$ cat src/rtl/timer_pkg.sv
// timer_pkg: shared definitions for the TIMER opcode responder.
//   TIM_OPCODE  major opcode decoded upstream by the control unit
//   TIM_WIDTH   default width of prescaler / auto-reload / counter
//   tim_op_e    funct3 sub-operations
//   tim_dec_t   one-hot decoded command, qualified by cmd_valid
package timer_pkg;

    localparam logic [6:0] TIM_OPCODE = 7'b0100101;
    localparam int         TIM_WIDTH  = 16;

    typedef enum logic [2:0] {
        OP_ENABLE  = 3'b000,
        OP_PSC_I   = 3'b001,
        OP_ARR_I   = 3'b010,
        OP_PSC_REG = 3'b100,
        OP_ARR_REG = 3'b101,
        OP_DISABLE = 3'b111
    } tim_op_e;

    typedef struct packed {
        logic ena;
        logic dis;
        logic psc_wr;
        logic arr_wr;
        logic illegal;
    } tim_dec_t;

    // Decode is gated by valid so an idle bus can carry any funct3 value.
    function automatic tim_dec_t tim_decode(logic valid, logic [2:0] funct3);
        tim_dec_t d;
        d = '0;
        if (valid) begin
            case (funct3)
                OP_ENABLE:             d.ena     = 1'b1;
                OP_PSC_I, OP_PSC_REG:  d.psc_wr  = 1'b1;
                OP_ARR_I, OP_ARR_REG:  d.arr_wr  = 1'b1;
                OP_DISABLE:            d.dis     = 1'b1;
                default:               d.illegal = 1'b1;  // 011, 110
            endcase
        end
        return d;
    endfunction

endpackage

$ cat src/rtl/timer_unit_if.sv
// timer_unit_if: command/status bundle between the execute-stage control
// unit (master) and the timer (slave).
//   cmd_valid/cmd_funct3/cmd_imm/cmd_rs1  one-cycle TIMER command
//   flag_clr                              clears the sticky update flag
//   tim_en/tim_cnt/tim_upd/tim_flag       timer status
//   cmd_illegal                           pulse for unsupported funct3
interface timer_unit_if
    import timer_pkg::*;
#(
    parameter int WIDTH = TIM_WIDTH
);
    logic             cmd_valid;
    logic [2:0]       cmd_funct3;
    logic [WIDTH-1:0] cmd_imm;
    logic [WIDTH-1:0] cmd_rs1;
    logic             flag_clr;

    logic             tim_en;
    logic [WIDTH-1:0] tim_cnt;
    logic             tim_upd;
    logic             tim_flag;
    logic             cmd_illegal;

    modport master (
        output cmd_valid, cmd_funct3, cmd_imm, cmd_rs1, flag_clr,
        input  tim_en, tim_cnt, tim_upd, tim_flag, cmd_illegal
    );

    modport slave (
        input  cmd_valid, cmd_funct3, cmd_imm, cmd_rs1, flag_clr,
        output tim_en, tim_cnt, tim_upd, tim_flag, cmd_illegal
    );
endinterface

$ cat src/rtl/timer_prescaler.sv
// timer_prescaler: divides the core clock by (psc+1).
//   clk, reset_n  core clock, async active-low reset
//   en            count enable; psc_cnt holds its value while low
//   psc           active prescaler compare value
//   tick          combinational, high in the cycle psc_cnt==psc while enabled
module timer_prescaler
    import timer_pkg::*;
#(
    parameter int WIDTH = TIM_WIDTH
) (
    input  logic             clk,
    input  logic             reset_n,
    input  logic             en,
    input  logic [WIDTH-1:0] psc,
    output logic             tick
);
    logic [WIDTH-1:0] psc_cnt;
    logic             hit;

    assign hit  = (psc_cnt == psc);
    assign tick = en & hit;

    always_ff @(posedge clk or negedge reset_n) begin
        if (!reset_n) begin
            psc_cnt <= '0;
        end else if (en) begin
            psc_cnt <= hit ? '0 : psc_cnt + 1'b1;
        end
    end
endmodule

$ cat src/rtl/timer_unit.sv
// timer_unit: responder for the TIMER opcode in the execute stage.
//   clk, reset_n  core clock, async active-low reset
//   bus           timer_unit_if.slave: command in, status out
// Holds command decode, shadow/active prescaler and auto-reload registers,
// the main counter, and the update pulse / sticky flag.
module timer_unit
    import timer_pkg::*;
#(
    parameter int WIDTH = TIM_WIDTH
) (
    input  logic        clk,
    input  logic        reset_n,
    timer_unit_if.slave bus
);
    tim_dec_t         dec;
    logic [WIDTH-1:0] operand;
    logic [WIDTH-1:0] psc_act, psc_shd;
    logic [WIDTH-1:0] arr_act, arr_shd;
    logic [WIDTH-1:0] cnt;
    logic             en_q;
    logic             run;
    logic             tick;
    logic             upd_evt;
    logic             upd_q, flag_q, ill_q;

    assign dec     = tim_decode(bus.cmd_valid, bus.cmd_funct3);
    assign operand = bus.cmd_funct3[2] ? bus.cmd_rs1 : bus.cmd_imm;

    // A DISABLE in execute suppresses this cycle's count, so a tick that
    // would have landed together with it never happens.
    assign run = en_q & ~dec.dis;

    timer_prescaler #(.WIDTH(WIDTH)) u_psc (
        .clk     (clk),
        .reset_n (reset_n),
        .en      (run),
        .psc     (psc_act),
        .tick    (tick)
    );

    assign upd_evt = tick & (cnt == arr_act);

    always_ff @(posedge clk or negedge reset_n) begin
        if (!reset_n) begin
            en_q <= 1'b0;
        end else if (dec.ena) begin
            en_q <= 1'b1;
        end else if (dec.dis) begin
            en_q <= 1'b0;
        end
    end

    // Shadows always take the write. Actives follow the write immediately
    // only while stopped; while running they reload at the update event,
    // which uses the shadow value from before any coincident write.
    always_ff @(posedge clk or negedge reset_n) begin
        if (!reset_n) begin
            psc_shd <= '0;
            psc_act <= '0;
            arr_shd <= '1;
            arr_act <= '1;
        end else begin
            if (dec.psc_wr) psc_shd <= operand;
            if (dec.arr_wr) arr_shd <= operand;

            if (upd_evt) begin
                psc_act <= psc_shd;
                arr_act <= arr_shd;
            end else if (!en_q) begin
                if (dec.psc_wr) psc_act <= operand;
                if (dec.arr_wr) arr_act <= operand;
            end
        end
    end

    always_ff @(posedge clk or negedge reset_n) begin
        if (!reset_n) begin
            cnt <= '0;
        end else if (tick) begin
            cnt <= upd_evt ? '0 : cnt + 1'b1;
        end
    end

    // Set has priority over clear on the sticky flag.
    always_ff @(posedge clk or negedge reset_n) begin
        if (!reset_n) begin
            upd_q  <= 1'b0;
            flag_q <= 1'b0;
            ill_q  <= 1'b0;
        end else begin
            upd_q <= upd_evt;
            ill_q <= dec.illegal;
            if (upd_evt) begin
                flag_q <= 1'b1;
            end else if (bus.flag_clr) begin
                flag_q <= 1'b0;
            end
        end
    end

    assign bus.tim_en      = en_q;
    assign bus.tim_cnt     = cnt;
    assign bus.tim_upd     = upd_q;
    assign bus.tim_flag    = flag_q;
    assign bus.cmd_illegal = ill_q;
endmodule

$ cat src/flat_wrapper.sv
// flat-port wrapper written by rule: the top's interface ports become plain ports
module timer_unit_flat import timer_pkg::*;
#(
    parameter int WIDTH = TIM_WIDTH
)
  (clk, reset_n, bus_cmd_valid, bus_cmd_funct3, bus_cmd_imm, bus_cmd_rs1, bus_flag_clr, bus_tim_en, bus_tim_cnt, bus_tim_upd, bus_tim_flag, bus_cmd_illegal);
  timer_unit_if #(.WIDTH(WIDTH)) bus_i ();
  input  logic clk;
  input  logic reset_n;
  input wire logic [$bits(bus_i.cmd_valid)-1:0] bus_cmd_valid;
  input wire logic [$bits(bus_i.cmd_funct3)-1:0] bus_cmd_funct3;
  input wire logic [$bits(bus_i.cmd_imm)-1:0] bus_cmd_imm;
  input wire logic [$bits(bus_i.cmd_rs1)-1:0] bus_cmd_rs1;
  input wire logic [$bits(bus_i.flag_clr)-1:0] bus_flag_clr;
  output wire logic [$bits(bus_i.tim_en)-1:0] bus_tim_en;
  output wire logic [$bits(bus_i.tim_cnt)-1:0] bus_tim_cnt;
  output wire logic [$bits(bus_i.tim_upd)-1:0] bus_tim_upd;
  output wire logic [$bits(bus_i.tim_flag)-1:0] bus_tim_flag;
  output wire logic [$bits(bus_i.cmd_illegal)-1:0] bus_cmd_illegal;
  assign bus_i.cmd_valid = bus_cmd_valid;
  assign bus_i.cmd_funct3 = bus_cmd_funct3;
  assign bus_i.cmd_imm = bus_cmd_imm;
  assign bus_i.cmd_rs1 = bus_cmd_rs1;
  assign bus_i.flag_clr = bus_flag_clr;
  assign bus_tim_en = bus_i.tim_en;
  assign bus_tim_cnt = bus_i.tim_cnt;
  assign bus_tim_upd = bus_i.tim_upd;
  assign bus_tim_flag = bus_i.tim_flag;
  assign bus_cmd_illegal = bus_i.cmd_illegal;
  timer_unit #(.WIDTH(WIDTH)) u_core (.clk(clk), .reset_n(reset_n), .bus(bus_i));
endmodule
$ cat config.mk
export PLATFORM = sky130hd
export DESIGN_NAME = timer_unit_flat
export DESIGN_NICKNAME = d
export VERILOG_FILES = /design/src/rtl/timer_pkg.sv /design/src/rtl/timer_unit_if.sv /design/src/rtl/timer_prescaler.sv /design/src/rtl/timer_unit.sv /design/src/flat_wrapper.sv
export SDC_FILE = /design/constraint.sdc
export NUM_CORES = 1
export LEC_CHECK = 0
export CAP_MARGIN = 10
export CORE_ASPECT_RATIO = 0.75
export CORE_MARGIN = 2
export CORE_UTILIZATION = 60
export DETAILED_ROUTE_END_ITERATION = 7
export PLACE_DENSITY_LB_ADDON = 0.25
export SETUP_SLACK_MARGIN = 0.2
export SYNTH_ARGS = -nofsm -noshare
export SYNTH_HDL_FRONTEND = slang
export SYNTH_HIERARCHICAL = 1
export SYNTH_SLANG_ARGS = --single-unit
$ cat constraint.sdc
create_clock -name clk -period 4.82 [get_ports clk]
set_input_delay 1.446 -clock clk [delete_from_list [all_inputs] [get_ports clk]]
set_output_delay 1.446 -clock clk [all_outputs]
set_load 0.005 [all_outputs]
# == Word-level counts from Yosys, hierarchy flattened ==
# Cells that the tools add are included.
# word_totals
ff_bits,100
wordCells,53
input_bits,39
out_inout_bits,20
# classes
reduce_logical,10
n_mux,19
addsub,2
bitwise,4
n_eq_ne,8
# op_table
cell,n
$mux 16,9
$add 16x1->16 const B,2
$eq 16x16->1,2
$eq 3x3->1 const B,3
$mux 1,9
$reduce_bool 2->1,4
$reduce_or 6->1,1
$mux 5,1
$reduce_and 2->1,2
$reduce_or 2->1,2
$and 1x1->1,3
$eq 3x1->1 const B,1
$eq 3x2->1 const B,1
$logic_not 3->1,1
$ne 2x2->1 const B,1
$not 1->1,1

# == Depth between registers and ports, before layout ==
# depth
depth_word,10
depth_mapped,11
mapped_depth_nobuf,9

# == Hierarchy ==
# Netlist, hierarchy kept.
# modules_own_cells
mod,area_per_inst_um2,seq_area_each_um2,instances,cells_per_inst
timer_unit,4122.7,2142.1,1,384
timer_prescaler,1123.6,400.4,1,120

# == Least setup slack after synthesis ==
# Ideal clock, no wire load.
# synth_path
path_type,input-to-reg
start,input port bus_cmd_funct3[2]
end,register u_core.psc_act[0]
path_slack_ns,0.641
setup_ns,0.125
stages,11
t_required_ns,4.695
t_arrival_ns,4.054
path_cell_list,buf_2 > buf_1 > a21oi_1 > clkbuf_1 > buf_1 > and2_2 > nand2_1 > or4_1 > buf_6 > buf_12 > mux2_4
# synth_between
elab_chain_len,9
word_cells_on_any_way,18
cone_classes,eq/ne (4); mux (7); bitwise (4); reduce/logical (3)
# synth_rtl
element,line_no,text
"start, declared",flat_wrapper.sv:11,input wire logic [$bits(bus_i.cmd_funct3)-1:0] bus_cmd_funct3;
$eq 3x3->1 (*),timer_pkg.sv:33,case (funct3)
$mux 1 (*),timer_pkg.sv:33,
$mux 5 (*),timer_pkg.sv:32,if (valid) begin
$not 1->1 (*),timer_unit.sv:31,assign run = en_q & ~dec.dis;
$and 1x1->1 (*),timer_unit.sv:31,
via u_core.run,timer_unit.sv:21,logic run;
$and 1x1->1 (*),timer_prescaler.sv:21,assign tick = en & hit;
via u_core.tick,timer_unit.sv:22,logic tick;
$and 1x1->1 (*),timer_unit.sv:41,assign upd_evt = tick & (cnt == arr_act);
$ne 2x2->1 (no source line) / $reduce_bool 2->1 (equally long branches),n/a,
$reduce_and 2->1 (no source line),n/a,
"end signal, assigned",timer_unit.sv:67,psc_act <= psc_shd;
"end signal, assigned",timer_unit.sv:70,if (dec.psc_wr) psc_act <= operand;
"end, declared",timer_unit.sv:17,"logic [WIDTH-1:0] psc_act, psc_shd;"
# The timed path passes the listed nets; every way through them passes the cells marked *. The select of a mux whose other input is x is not followed.
# A chain may end at the register's enable or synchronous reset.

# == Worst setup path in the final report ==
# layout_path
start,input port bus_cmd_valid
end,register u_core.psc_act[1]
# layout_between
elab_chain_len,7
word_cells_on_any_way,9
cone_classes,eq/ne (1); mux (2); bitwise (4); reduce/logical (2)
# layout_rtl
element,line_no,text
"start, declared",flat_wrapper.sv:10,input wire logic [$bits(bus_i.cmd_valid)-1:0] bus_cmd_valid;
$mux 5 (*),timer_pkg.sv:32,
$not 1->1 (*),timer_unit.sv:31,
$and 1x1->1 (*),timer_unit.sv:31,
via u_core.run,timer_unit.sv:21,
$and 1x1->1 (*),timer_prescaler.sv:21,
via u_core.tick,timer_unit.sv:22,
$and 1x1->1 (*),timer_unit.sv:41,
$ne 2x2->1 (no source line) / $reduce_bool 2->1 (equally long branches),n/a,
$reduce_and 2->1 (no source line),n/a,
# The timed path passes the listed nets; every way through them passes the cells marked *.

==> metrics.json <==
{
  "outcome": {
    "run_status": "complete, no violations"
  },
  "yosys": {
    "yosys.area_share.simple_pct": 13.8,
    "synth_nets": 545,
    "yosysSeqAreaShare_pct": 48.5,
    "synthesized_flop_and_latch_total": 100,
    "synth.lib_cells_used.distinct": 48,
    "synth-adder-area-share_pct": 0.477,
    "post_synth_instance_area_sq_um": 5250,
    "muxShareOfSynthArea_pct": 12.0,
    "compound_gate_fraction_of_synth_area_pct": 11.5,
    "synthesis.instances": 504,
    "fraction_of_synthesis_flops_using_an_asynchronous_set_or_reset_pin_pct": 100,
    "post_synth_xor_area_fraction_pct": 9.18,
    "synth-edff-count": 0,
    "dominant_combinational_cell_family_by_area_after_synthesis": "simple AND/OR/NAND/NOR gates",
    "yosys_warnings": 6,
    "yosys_most_used_dff": "sky130_fd_sc_hd__dfrtp_1",
    "avgSynthCellArea_sq_um": 10.4
  },
  "clock_network": {
    "cts_post_setup_buffers_inserted": 0,
    "cts.repair.resized": 0,
    "cts_inserted_buffers": 9,
    "ctsHtreeMaxLevel": 3,
    "cts_sinks": 100,
    "cts_root_buffer": "sky130_fd_sc_hd__clkbuf_16",
    "cts_hold_bufs": 0,
    "cts.reportedPaths.clkPinSlew_ns": 0.07,
    "clkLatencyLatePin_ns": 0.34,
    "cts_max_path_buffers": 2,
    "tritoncts_clock_tree": "built"
  },
  "die": {
    "fp-row-count": 29,
    "core_sq_um": 8490,
    "boundaryPins": 59,
    "floorplan.initialDensity_pct": 61.8,
    "die-height_um": 85.0,
    "die_width_um": 112,
    "die_area_sq_um": 9520
  },
  "critical_path": {
    "r2r_setup_slack_ns": 1.79,
    "cp_num_buf_inv": 2,
    "cp_num_cells": 8,
    "worst_ep_arrival_time_ns": 3.96,
    "path_class": "primary input to register",
    "crit_chain": "clkdlybuf4s50_1, and3_1, a21oi_2, and2_2, nand2_1, or4_2, buf_4, mux2_4",
    "timing.critical_path.to_type": "register",
    "critical_path_required_ns": 5.05,
    "rr_worst_depth": 8,
    "critPathSlowestCell": "sky130_fd_sc_hd__or4_2",
    "crit_path_max_fanout": 33,
    "critical-path-max-stage-delay_ns": 0.56,
    "startpoint_type": "primary input",
    "critical_path.top_delay_family": "simple AND/OR/NAND/NOR gates"
  },
  "placed_design": {
    "routabilityCongestion": 0.831,
    "place.port_buffers": 58,
    "hpwlAfterDp_mm": 8.30
  },
  "timing": {
    "slew_violations": 0,
    "clock.fmax_ghz": 0.268,
    "setup_violations": 0,
    "clock_skew_ns": 0.00621,
    "finalCritPeriodShare_pct": 77.5,
    "setup-tns-final_ns": 0,
    "least_margin_pin_slew_ns": 0.898,
    "whs_ns": 0.483,
    "report.final.hold_viol_count": 0,
    "rsz0062_at_grt": "no",
    "maxSlewHeadroom_pct": 40.2,
    "finalCriticalPeriod_ns": 3.73
  },
  "global_routing": {
    "grt_start_max_net_pins": 74,
    "grtUsageTotal_pct": 25.8,
    "antenna_found_initial": 0,
    "grt.overflow.total": 0,
    "wire_length_of_the_first_global_routing_pass_mm": 19.5,
    "number_of_global_route_vias_before_repair": 3812
  },
  "power_and_ir_drop": {
    "powerDensity_nw_per_um2": 429,
    "post-layout-total-power_mw": 2.64,
    "power.leakage_nw": 2.64,
    "irDropWorstVdd_mv": 0.244
  },
  "detailed_routing": {
    "post-route-drc-count": 0,
    "initialDrtViolationCount": 285,
    "drt_first_pass_iters": 5,
    "via_count": 3891,
    "routed_wire_length_per_instance_um": 17.6,
    "via_density": 5.87,
    "ant_nets": 0,
    "totalWireLength_mm": 11.7
  },
  "worst_hold_path": {
    "hold_depth": 2,
    "worst_hold_path_type": "register to register"
  },
  "layout": {
    "layout.cells.most_common_list": "sky130_fd_sc_hd__dfrtp_1, sky130_fd_sc_hd__clkdlybuf4s50_1, sky130_fd_sc_hd__nor2_1",
    "growth_of_design_area_from_synthesis_to_finish_pct": 17.1,
    "layout-drive-gt1-share_pct": 19.8,
    "layout.cells.most_common": "sky130_fd_sc_hd__dfrtp_1",
    "antennaDiodeCount": 0,
    "num-nets-final": 591
  },
  "run": {
    "max-cap-violations": 0
  }
}
[flip-flops by register name (all words and copies together) (netlist names)]
name	flops
u_core/arr_shd	16
u_core/arr_act	16
u_core/bus.tim_cnt	16
u_core/bus.tim_upd	1
u_core/bus.tim_flag	1
u_core/bus.cmd_illegal	1
u_core/u_psc/psc_cnt	16
u_core/psc_shd	16
u_core/psc_act	16
u_core/bus.tim_en	1
[kinds of logic (layout without fill, tap and decap cells)]
| kind of cell | count (synthesis) | in the layout |
|---|---|---|
| flip-flops | 100 | 100 |
| XOR/XNOR | 55 | 55 |
| AND/OR/NAND/NOR | 147 | 147 |
| buffers and inverters | 41 | 92 |
| AO/OA/AOI/OAI | 111 | 111 |
| adder cells (fa/ha/maj) | 2 | 2 |
| multiplexers | 48 | 48 |
[metal layers]
layer	vias up	track usage (%)	wire, um	share of wire (%)
met4	0	5.88	115	0.98
met1	1896	36.4	5360	46
met2	145	41.5	5430	46
met5	-	0	0	0
met3	10	6.00	788	6.7
li1	1840	-	-	-
[final cells by class]
cell class	count	area [sq um]
Sequential cell	100	2540
Clock inverter	6	48.8
Clock buffer	10	250
Tap cell	108	135
Fill cell	627	2350
Multi-Input combinational cell	363	2480
Timing Repair Buffer	68	653
Inverter	8	30.0
[worst register-to-register path, delay by kind of cell, from the launching register on]
kind / cells / cell delay [ns]
DFF: 1 / 0.47
xor gates and xnor gates: 1 / 0.24
and+or+nand+nor: 5 / 1.48
muxes: 1 / 0.40
buffers and inverters: 1 / 0.33
[synthesized netlist by cell type, types with 2 or more instances]
cell type                  number  area share, %
sky130_fd_sc_hd__a31oi_1        2           0.24
sky130_fd_sc_hd__nand2_1       33            2.4
sky130_fd_sc_hd__mux2_2         3           0.64
sky130_fd_sc_hd__buf_2          3           0.29
sky130_fd_sc_hd__buf_6          4           0.86
sky130_fd_sc_hd__o22ai_1        2           0.24
sky130_fd_sc_hd__a21oi_2        2           0.33
sky130_fd_sc_hd__mux2_4        29            8.3
sky130_fd_sc_hd__o211ai_1       2           0.29
sky130_fd_sc_hd__clkbuf_1      19            1.4
sky130_fd_sc_hd__nand3_1        7           0.67
sky130_fd_sc_hd__xor2_1        20            3.3
sky130_fd_sc_hd__nand2b_1       6           0.72
sky130_fd_sc_hd__buf_12         3            1.1
sky130_fd_sc_hd__inv_1          8           0.57
sky130_fd_sc_hd__nor3b_1        2           0.29
sky130_fd_sc_hd__nor3_1         3           0.29
sky130_fd_sc_hd__dfrtp_1       68             32
sky130_fd_sc_hd__nand4_1       16            1.9
sky130_fd_sc_hd__xnor2_1       35            5.8
sky130_fd_sc_hd__mux2i_1       16            3.1
sky130_fd_sc_hd__nor2_1        56            4.0
sky130_fd_sc_hd__and3_1         5           0.60
sky130_fd_sc_hd__and4_1         2           0.33
sky130_fd_sc_hd__ha_1           2           0.48
sky130_fd_sc_hd__buf_1          2           0.14
sky130_fd_sc_hd__o21ai_0       52            5.0
sky130_fd_sc_hd__dfstp_2       32             16
sky130_fd_sc_hd__or3_1          2           0.24
sky130_fd_sc_hd__a21oi_1       43            4.1
sky130_fd_sc_hd__nor4_1         5           0.60
sky130_fd_sc_hd__or2_2          3           0.36
sky130_fd_sc_hd__o22ai_2        2           0.48
[per-stage QoR]
stage	worst slack, ns	instances	cell area [sq um]	util (%)
after global placement	0.849	647	5850	68.8
after detailed placement	0.797	647	5850	68.8
after global routing	0.987	663	6140	72.4
after floorplan	0.641	504	5250	-
after CTS	1.11	663	6140	72.4
final	1.09	663	6140	72.4
[power by group]
| group | switching, mW | leakage, nW | internal [mW] | total (mW) |
|---|---|---|---|---|
| combinational | 0.306 | 1.32 | 0.361 | 0.666 |
| clock | 0.325 | 0.146 | 0.389 | 0.715 |
| sequential | 0.186 | 1.18 | 1.07 | 1.26 |
[path summary, 6_finish.rpt]
| kind | from | endpoint |
|---|---|---|
| max reg2reg | u_core/u_psc/psc_cnt[7] | u_core/psc_act[1] |
| min reg2reg | u_core/arr_shd[12] | u_core/arr_shd[12] |
| min | u_core/arr_shd[12] | u_core/arr_shd[12] |
| max | bus_cmd_valid | u_core/psc_act[1] |
| min in group asynchronous | reset_n | u_core/u_psc/psc_cnt[0] |
| max in group asynchronous | reset_n | u_core/arr_shd[12] |
No activity file was read; power rests on OpenSTA's default activity.
